===== src/rtl/reg_access_arbiter_if.sv =====
// ---------------------------------------------------------------------------
// reg_access_arbiter_if
// Bundles the requester-side handshake and the shared-register drive pins
// of reg_access_arbiter.
//   master : requester side (drives req/clr_req/req_data/flush, sees ack etc.)
//   slave  : arbiter side
// Signals:
//   req        [NREQ]    per-requester load request (level, held until ack)
//   clr_req    [NREQ]    per-requester clear request (level, held until ack)
//   req_data   [NREQ*N]  per-requester load data, requester i at [i*N +: N]
//   flush                global clear command, beats every requester
//   lock       [NREQ]    priority lock, present only with REG_ARB_LOCK_EN
//   ack        [NREQ]    one-hot, one-cycle pulse to the served requester
//   reg_load / reg_clear strobes to the shared register
//   reg_in     [N]       data to the shared register
//   last_grant [PW]      index of the most recently served requester
//   busy                 high whenever a strobe is high
// ---------------------------------------------------------------------------
interface reg_access_arbiter_if #(
    parameter int N    = 8,
    parameter int NREQ = 4
);
    localparam int PW = $clog2(NREQ);

    logic [NREQ-1:0]   req;
    logic [NREQ-1:0]   clr_req;
    logic [NREQ*N-1:0] req_data;
    logic              flush;
`ifdef REG_ARB_LOCK_EN
    logic [NREQ-1:0]   lock;
`endif
    logic [NREQ-1:0]   ack;
    logic              reg_load;
    logic              reg_clear;
    logic [N-1:0]      reg_in;
    logic [PW-1:0]     last_grant;
    logic              busy;

    modport master (
        output req, clr_req, req_data, flush,
`ifdef REG_ARB_LOCK_EN
        output lock,
`endif
        input  ack, reg_load, reg_clear, reg_in, last_grant, busy
    );

    modport slave (
        input  req, clr_req, req_data, flush,
`ifdef REG_ARB_LOCK_EN
        input  lock,
`endif
        output ack, reg_load, reg_clear, reg_in, last_grant, busy
    );
endinterface


===== src/rtl/reg_access_arbiter.sv =====
// ---------------------------------------------------------------------------
// reg_access_arbiter
// Round-robin arbiter sharing one N-bit load/clear register among NREQ
// requesters; one transaction per cycle, all outputs registered.
// Ports:
//   clk    rising-edge clock
//   clear  synchronous active-high reset
//   bus    reg_access_arbiter_if.slave (requests, flush, register drive, ack)
// Optional feature: define REG_ARB_LOCK_EN to add bus.lock; a served
// requester with its lock bit set keeps top priority (pointer stays on it).
//
// state | meaning
// IDLE  | nothing asserted, reg_in holds its last value
// SERVE | one ack plus one strobe (load, or clear if clr_req wins)
// FLUSH | reg_clear only, no ack, pointer untouched
// ---------------------------------------------------------------------------
module reg_access_arbiter #(
    parameter int N    = 8,
    parameter int NREQ = 4,
    parameter int PW   = $clog2(NREQ)
) (
    input  logic                 clk,
    input  logic                 clear,
    reg_access_arbiter_if.slave  bus
);

    typedef enum logic [1:0] {IDLE, SERVE, FLUSH} state_t;

    state_t          state_q, state_d;
    logic [NREQ-1:0] ack_q, ack_d;
    logic            load_q, load_d;
    logic            clr_q, clr_d;
    logic [N-1:0]    in_q, in_d;
    logic [PW-1:0]   last_q, last_d;
    logic [PW-1:0]   ptr_q, ptr_d;

    logic [NREQ-1:0] active;
    logic            found;
    logic [PW-1:0]   gidx;
    int              idx;

    always_comb begin
        state_d = IDLE;
        ack_d   = '0;
        load_d  = 1'b0;
        clr_d   = 1'b0;
        in_d    = in_q;
        last_d  = last_q;
        ptr_d   = ptr_q;
        found   = 1'b0;
        gidx    = '0;
        idx     = 0;

        // The requester showing ack this cycle is masked so a request it is
        // still dropping cannot be granted twice.
        active = (bus.req | bus.clr_req) & ~ack_q;

        // Scan farthest-to-nearest from ptr; the last hit is the first one in
        // round-robin order. Explicit wrap keeps non-power-of-two NREQ in range.
        for (int k = NREQ - 1; k >= 0; k--) begin
            idx = int'(ptr_q) + k;
            if (idx >= NREQ) idx = idx - NREQ;
            if (active[idx]) begin
                found = 1'b1;
                gidx  = PW'(idx);
            end
        end

        if (bus.flush) begin
            state_d = FLUSH;
            clr_d   = 1'b1;
            in_d    = '0;
        end else if (found) begin
            state_d     = SERVE;
            ack_d[gidx] = 1'b1;
            last_d      = gidx;
            if (int'(gidx) == NREQ - 1) ptr_d = '0;
            else                        ptr_d = gidx + PW'(1);
`ifdef REG_ARB_LOCK_EN
            if (bus.lock[gidx]) ptr_d = gidx;
`endif
            if (bus.clr_req[gidx]) begin
                clr_d = 1'b1;
                in_d  = '0;
            end else begin
                load_d = 1'b1;
                in_d   = bus.req_data[int'(gidx)*N +: N];
            end
        end
    end

    always_ff @(posedge clk) begin
        if (clear) begin
            state_q <= IDLE;
            ack_q   <= '0;
            load_q  <= 1'b0;
            clr_q   <= 1'b0;
            in_q    <= '0;
            last_q  <= '0;
            ptr_q   <= '0;
        end else begin
            state_q <= state_d;
            ack_q   <= ack_d;
            load_q  <= load_d;
            clr_q   <= clr_d;
            in_q    <= in_d;
            last_q  <= last_d;
            ptr_q   <= ptr_d;
        end
    end

    assign bus.ack        = ack_q;
    assign bus.reg_load   = load_q;
    assign bus.reg_clear  = clr_q;
    assign bus.reg_in     = in_q;
    assign bus.last_grant = last_q;
    // Every non-IDLE state drives exactly one strobe.
    assign bus.busy       = (state_q != IDLE);

endmodule


===== src/flat_wrapper.sv =====
// flat-port wrapper written by rule: the top's interface ports become plain ports
module reg_access_arbiter_flat 
#(
    parameter int N    = 8,
    parameter int NREQ = 4,
    parameter int PW   = $clog2(NREQ)
)
  (clk, clear, bus_req, bus_clr_req, bus_req_data, bus_flush, bus_ack, bus_reg_load, bus_reg_clear, bus_reg_in, bus_last_grant, bus_busy);
  reg_access_arbiter_if #(.N(N), .NREQ(NREQ)) bus_i ();
  input  logic clk;
  input  logic clear;
  input wire logic [$bits(bus_i.req)-1:0] bus_req;
  input wire logic [$bits(bus_i.clr_req)-1:0] bus_clr_req;
  input wire logic [$bits(bus_i.req_data)-1:0] bus_req_data;
  input wire logic [$bits(bus_i.flush)-1:0] bus_flush;
  output wire logic [$bits(bus_i.ack)-1:0] bus_ack;
  output wire logic [$bits(bus_i.reg_load)-1:0] bus_reg_load;
  output wire logic [$bits(bus_i.reg_clear)-1:0] bus_reg_clear;
  output wire logic [$bits(bus_i.reg_in)-1:0] bus_reg_in;
  output wire logic [$bits(bus_i.last_grant)-1:0] bus_last_grant;
  output wire logic [$bits(bus_i.busy)-1:0] bus_busy;
  assign bus_i.req = bus_req;
  assign bus_i.clr_req = bus_clr_req;
  assign bus_i.req_data = bus_req_data;
  assign bus_i.flush = bus_flush;
  assign bus_ack = bus_i.ack;
  assign bus_reg_load = bus_i.reg_load;
  assign bus_reg_clear = bus_i.reg_clear;
  assign bus_reg_in = bus_i.reg_in;
  assign bus_last_grant = bus_i.last_grant;
  assign bus_busy = bus_i.busy;
  reg_access_arbiter #(.N(N), .NREQ(NREQ), .PW(PW)) u_core (.clk(clk), .clear(clear), .bus(bus_i));
endmodule

===== config.mk =====
export PLATFORM = sky130hd
export DESIGN_NAME = reg_access_arbiter_flat
export DESIGN_NICKNAME = d
export VERILOG_FILES = /design/src/rtl/reg_access_arbiter_if.sv /design/src/rtl/reg_access_arbiter.sv /design/src/flat_wrapper.sv
export SDC_FILE = /design/constraint.sdc
export NUM_CORES = 1
export LEC_CHECK = 0
export CELL_PAD_IN_SITES_DETAIL_PLACEMENT = 2
export CELL_PAD_IN_SITES_GLOBAL_PLACEMENT = 2
export CORE_MARGIN = 8
export CORE_UTILIZATION = 22
export DETAILED_ROUTE_END_ITERATION = 6
export HOLD_SLACK_MARGIN = 0.1
export MAX_ROUTING_LAYER = met4
export PLACE_DENSITY = 0.87
export SLEW_MARGIN = 20
export SYNTH_ARGS = -nofsm -noshare
export SYNTH_HDL_FRONTEND = slang
export SYNTH_SLANG_ARGS = --single-unit

===== constraint.sdc =====
create_clock -name clk -period 2.95 [get_ports clk]
set_input_delay 0.59 -clock clk [delete_from_list [all_inputs] [get_ports clk]]
set_output_delay 0.59 -clock clk [all_outputs]
set_load 0.02 [all_outputs]

== Word-level counts from Yosys, hierarchy flattened ==
Index checks and enable logic that the tools add are counted.
W data, S select, Z words.

* Register bits: 20
* Bits of input ports: 43
* Output and inout bits: 17
* Word-level logic and storage cells: 74

* $add $sub $neg: 8
* Magnitude comparators: 10
* Eq/ne operators: 1
* Shifts and indexed selects: 1
* Muxes and demuxes: 36
* Bitwise operators: 5
* Reductions and logical operators: 5

{| class="wikitable"
|+ Operators by type and width
! kind !! number
|-
| $lt A32 B4 Y1 const B || 4
|-
| $mux W32 || 4
|-
| $ge A32 B4 Y1 const B || 3
|-
| $sub A32 B4 Y32 const B || 3
|-
| $shiftx A32 B6 Y8 || 1
|-
| $mux W1 || 19
|-
| $mux W2 || 6
|-
| $bmux W1 S2 || 5
|-
| $mux W8 || 1
|-
| $add A2 B2 Y3 const B || 2
|-
| $and A4 B4 Y4 || 1
|-
| $not A4 Y4 || 1
|-
| $or A4 B4 Y4 || 1
|-
| $sub A2 B3 Y4 const B || 1
|-
| $add A2 B1 Y3 const B || 1
|-
| $ge A2 B3 Y1 const B || 1
|-
| $lt A2 B3 Y1 const B || 1
|-
| $reduce_or A3 Y1 || 1
|-
| $add A2 B1 Y2 const B || 1
|-
| $demux W1 S2 || 1
|-
| $eq A2 B1 Y1 const B || 1
|-
| $ge A2 B1 Y1 const B || 1
|-
| $not A1 Y1 || 2
|-
| $reduce_and A2 Y1 || 1
|-
| 3 further kinds || 3
|}

== Logic depth before layout (Yosys ltp) ==
* Word-level depth: 15
* Mapped depth: 8
* Gate-level depth less buffers: 8

== Worst setup path after synthesis ==
OpenSTA, ideal clock, no wires.

* Path kind: input to register
* Start: input bus_clr_req[0]
* End: register u_core.in_q[0], in the netlist u_core.bus.reg_in[0]
* Setup time: 0.120 ns
* Arrival time: 2.179 ns
* Data required time: 2.830 ns
* Path slack: 0.651 ns
* Stages: 7
* Cells stage by stage: o21ba_1 > a32o_2 > nor3_2 > buf_6 > mux2_1 > o221ai_1 > o21ai_1

* Word-level cells in the longest chain between the ends: 12
* Elaborated cells between the ends (all ways): 26
* Classes of those cells: 1 x shift; 23 x mux; 2 x bitwise

{| class="wikitable"
|+ Ends and longest elaborated chain
! element !! line !! RTL
|-
| start, declared || flat_wrapper.sv:13 || <nowiki>input wire logic [$bits(bus_i.clr_req)-1:0] bus_clr_req;</nowiki>
|-
| parallel branches: the longest is 12 deep, another holds $shiftx A32 B6 Y8 || n/a ||
|-
| end signal, assigned || reg_access_arbiter.sv:106 || <nowiki>in_q <= in_d;</nowiki>
|-
| end, declared || reg_access_arbiter.sv:33 || <nowiki>logic [N-1:0] in_q, in_d;</nowiki>
|}

Parallel ways; which one is timed is not known. The select of a mux whose other input is x is not followed.
A chain may end at the register's enable or synchronous reset.

== Worst setup path in the final report ==
* Start: input bus_clr_req[0]
* End: register u_core.in_q[3], in the netlist u_core.bus.reg_in[3]

Same word-level chain as after synthesis.

==> impl_metrics.toml <==
[clock_tree]
insertion_delay_ns = 0.27
cts.path.max_buffers = 2
root_buffer = "clkbuf_8"
clkTransAtPathRegs_ns = 0.08
cts_resized = 0
postCtsSetupRepairBufs = 0
cts.sinks = 20
cts_tree = "done"
cts_hold_buf = 0
htree_levels = 1
cts_buffers = 3

[layout]
area_growth_pct = 63.90
layout_common_cells = "clkdlybuf4s50_1 (59), dfxtp_1 (20), mux2i_1 (12), o221ai_1 (8), buf_4 (8)"
fin_nets = 246
layout_commonest_cell = "clkdlybuf4s50_1"
drive_gt1_share_pct = 11.62
nFillCells = 640
antennaDiodeCount = 0

[worst_hold_path]
hold_class = "flip-flop to flip-flop"
hold_path_depth = 2

[floorplanning]
dieHeight_um = 91
ios = 60
fp-row-count = 27
design.core.area_sq_um = 5473
start_util_pct = 22.61
die_area_sq_um = 8281
die_w_um = 91

[timing]
period_share_pct = 90.99
finalSetupTns_ns = 0
worst_pin_slew_ns = 0.7093
rsz0062_at_grt = "false"
timing.final.hold_violations = 0
clock-skew-final_ns = 0.005713
slew_viol_final = 0
holdWs_ns = 0.4682
max_slew_margin_pct = 52.57
finalSetupViolCount = 0
min_period_ns = 2.684
fmax_ghz = 0.3725

[worst_setup_path]
cp-end-kind = "flip-flop"
critical_path_class = "primary input to flip-flop"
reg2reg_depth = 7
cp.arrival_ns = 2.85
cp.required_ns = 3.11
setup.worst_path.start_class = "primary input"
critPathMaxFanout = 6

[route]
drt_pass1_iterations = 4
post-route-drc-count = 0
vias_per_cell = 4.878
final_antenna_net_count = 0
wl_um = 5019
wire_per_inst_um = 18.59
vias = 1317
drt_iter0_markers = 27

[yosys]
syn_avg_cell_area_sq_um = 9.446
syn_nets = 178
ys_types = 42
synthTopCellsByArea = "dfxtp_1 (32%), mux2i_1 (9.7%), o221ai_1 (5.7%)"
ys_async_sr_fraction_pct = 0
synth-edff-count = 0
yosys_most_used_dff = "dfxtp_1"
synth_top_area_share_pct = 32.36
synth_largest_area_cell = "dfxtp_1"
syn-cell-area_sq_um = 1237
ys_seq_area_share_pct = 32.36
synth-seq-cells = 20
ys_warn_count = 0
synthCells = 131

[placed_design]
gp_congestion = 0.8432
hpwl_um = 4026
io_buffers = 59

[power_and_ir_drop]
switching_share_pct = 36.05
p_int_uw = 775.0
p_seq_share_pct = 27.4
ir_worst_vdd_mv = 0.1748
p_per_area_nw_per_um2 = 597.5
clockPowerShare_pct = 23.9
p_sw_uw = 436.9
combPwrFrac_pct = 48.7
leakagePower_uw = 0.0007578

[global_route]
track_usage_pct = 12.56
grt_pass1_wl_um = 8190
grt_max_degree = 16
met1_usage_pct = 13.58
top_usage_layer = "met2"
grt_overflow_total = 0
grt_pass1_vias = 1534
use_met2_pct = 21.46
antenna_found_initial = 0
grt_use_met3_pct = 4.115

[run_status]
status = "complete, no violations"

[job]
drv_cap = 0
-- registers in the layout (all words and copies together) (netlist names) --
| name | count |
|---|---|
| u_core.state_q | 2 |
| u_core.ptr_q | 2 |
| u_core.bus.last_grant | 2 |
| u_core.bus.ack | 4 |
| u_core.bus.reg_in | 8 |
| u_core.bus.reg_load | 1 |
| u_core.bus.reg_clear | 1 |
-- power by group through the flow --
stage | Sequential (uW) | Combinational, uW | Clock (uW)
2_1_floorplan | 361 | 335 | 0
6_report | 332 | 590 | 290
4_1_cts | 333 | 597 | 299
5_1_grt | 337 | 637 | 309
3_5_place_dp | 339 | 589 | 0
3_3_place_gp | 338 | 569 | 0
-- final cells by class --
type / count / area, sq um / area share [%]
Tap cell: 72 / 90.09 / 4.442
Clock inverter: 1 / 30.03 / 1.481
Clock buffer: 3 / 41.29 / 2.036
Inverter: 8 / 30.03 / 1.481
Timing Repair Buffer: 67 / 650.6 / 32.08
Multi-Input combinational cell: 99 / 785.8 / 38.74
Sequential cell: 20 / 400.4 / 19.74
-- worst max-delay path, stage by stage --
cell             delay (ns)
clkdlybuf4s50_1        0.51
o21bai_1               0.12
o32ai_1                0.61
o31a_2                 0.28
a221oi_2               0.04
buf_4                  0.18
or2_4                  0.27
a32o_1                 0.25
-- path summary, 6_finish.rpt --
kind / start / to / slack (ns)
worst max-delay path: bus_clr_req[0] / u_core.bus.reg_in[3]$_SDFFE_PP0N_ / 0.27
worst min-delay path: u_core.bus.reg_in[1]$_SDFFE_PP0N_ / u_core.bus.reg_in[1]$_SDFFE_PP0N_ / 0.47
worst max register to register: u_core.bus.ack[0]$_SDFF_PP0_ / u_core.bus.reg_in[3]$_SDFFE_PP0N_ / 0.69
worst min register to register: u_core.bus.reg_in[1]$_SDFFE_PP0N_ / u_core.bus.reg_in[1]$_SDFFE_PP0N_ / 0.47
-- routing by layer --
layer | wire length (um) | vias up | share of wire, %
met5 | 0 | - | 0
met4 | 58 | 0 | 1.2
met3 | 313 | 7 | 6.2
met2 | 2535 | 44 | 51
met1 | 2112 | 629 | 42
li1 | - | 637 | -
-- Yosys cell counts, types with 2 or more instances --
cell and number:
dfxtp_1 20, mux2i_1 12, o221ai_1 8, and2_1 6, inv_1 6, nor2_1 6
o21ai_0 5, a21oi_1 4, a32o_1 4, ha_1 4, mux2_1 4, nand2_1 4
nand3_1 4, nand4_1 4, o21ai_1 4, o21ba_2 4, o21bai_1 4, clkinv_1 2
nand2b_1 2, or3_1 2
-- stage by stage --
step / instances / worst slack, ns / power, uW / util, % / area [sq um]
6_report: 270 / 0.2658 / 1212 / 37.06 / 2028
3_5_place_dp: 266 / 0.03190 / 928.5 / 35.76 / 1957
4_1_cts: 270 / 0.2833 / 1228 / 37.06 / 2028
3_3_place_gp: 266 / 0.03554 / 906.5 / 35.76 / 1957
2_1_floorplan: 131 / 0.6511 / 695.9 / - / 1237
5_1_grt: 270 / 0.2001 / 1284 / 37.06 / 2028
-- cells by family (layout without fill, tap and decap cells) --
group                    Yosys count  count (layout)  share of synthesized area [%]
AO/OA/AOI/OAI                     44              44                          29.93
AND/OR/NAND/NOR                   35              35                          15.67
flip-flops                        20              20                          32.36
multiplexers                      16              16                          13.35
buffers and inverters             12              79                          4.651
adder cells (fa/ha/maj)            4               4                          4.045
Power figures use the tool's default switching activity.
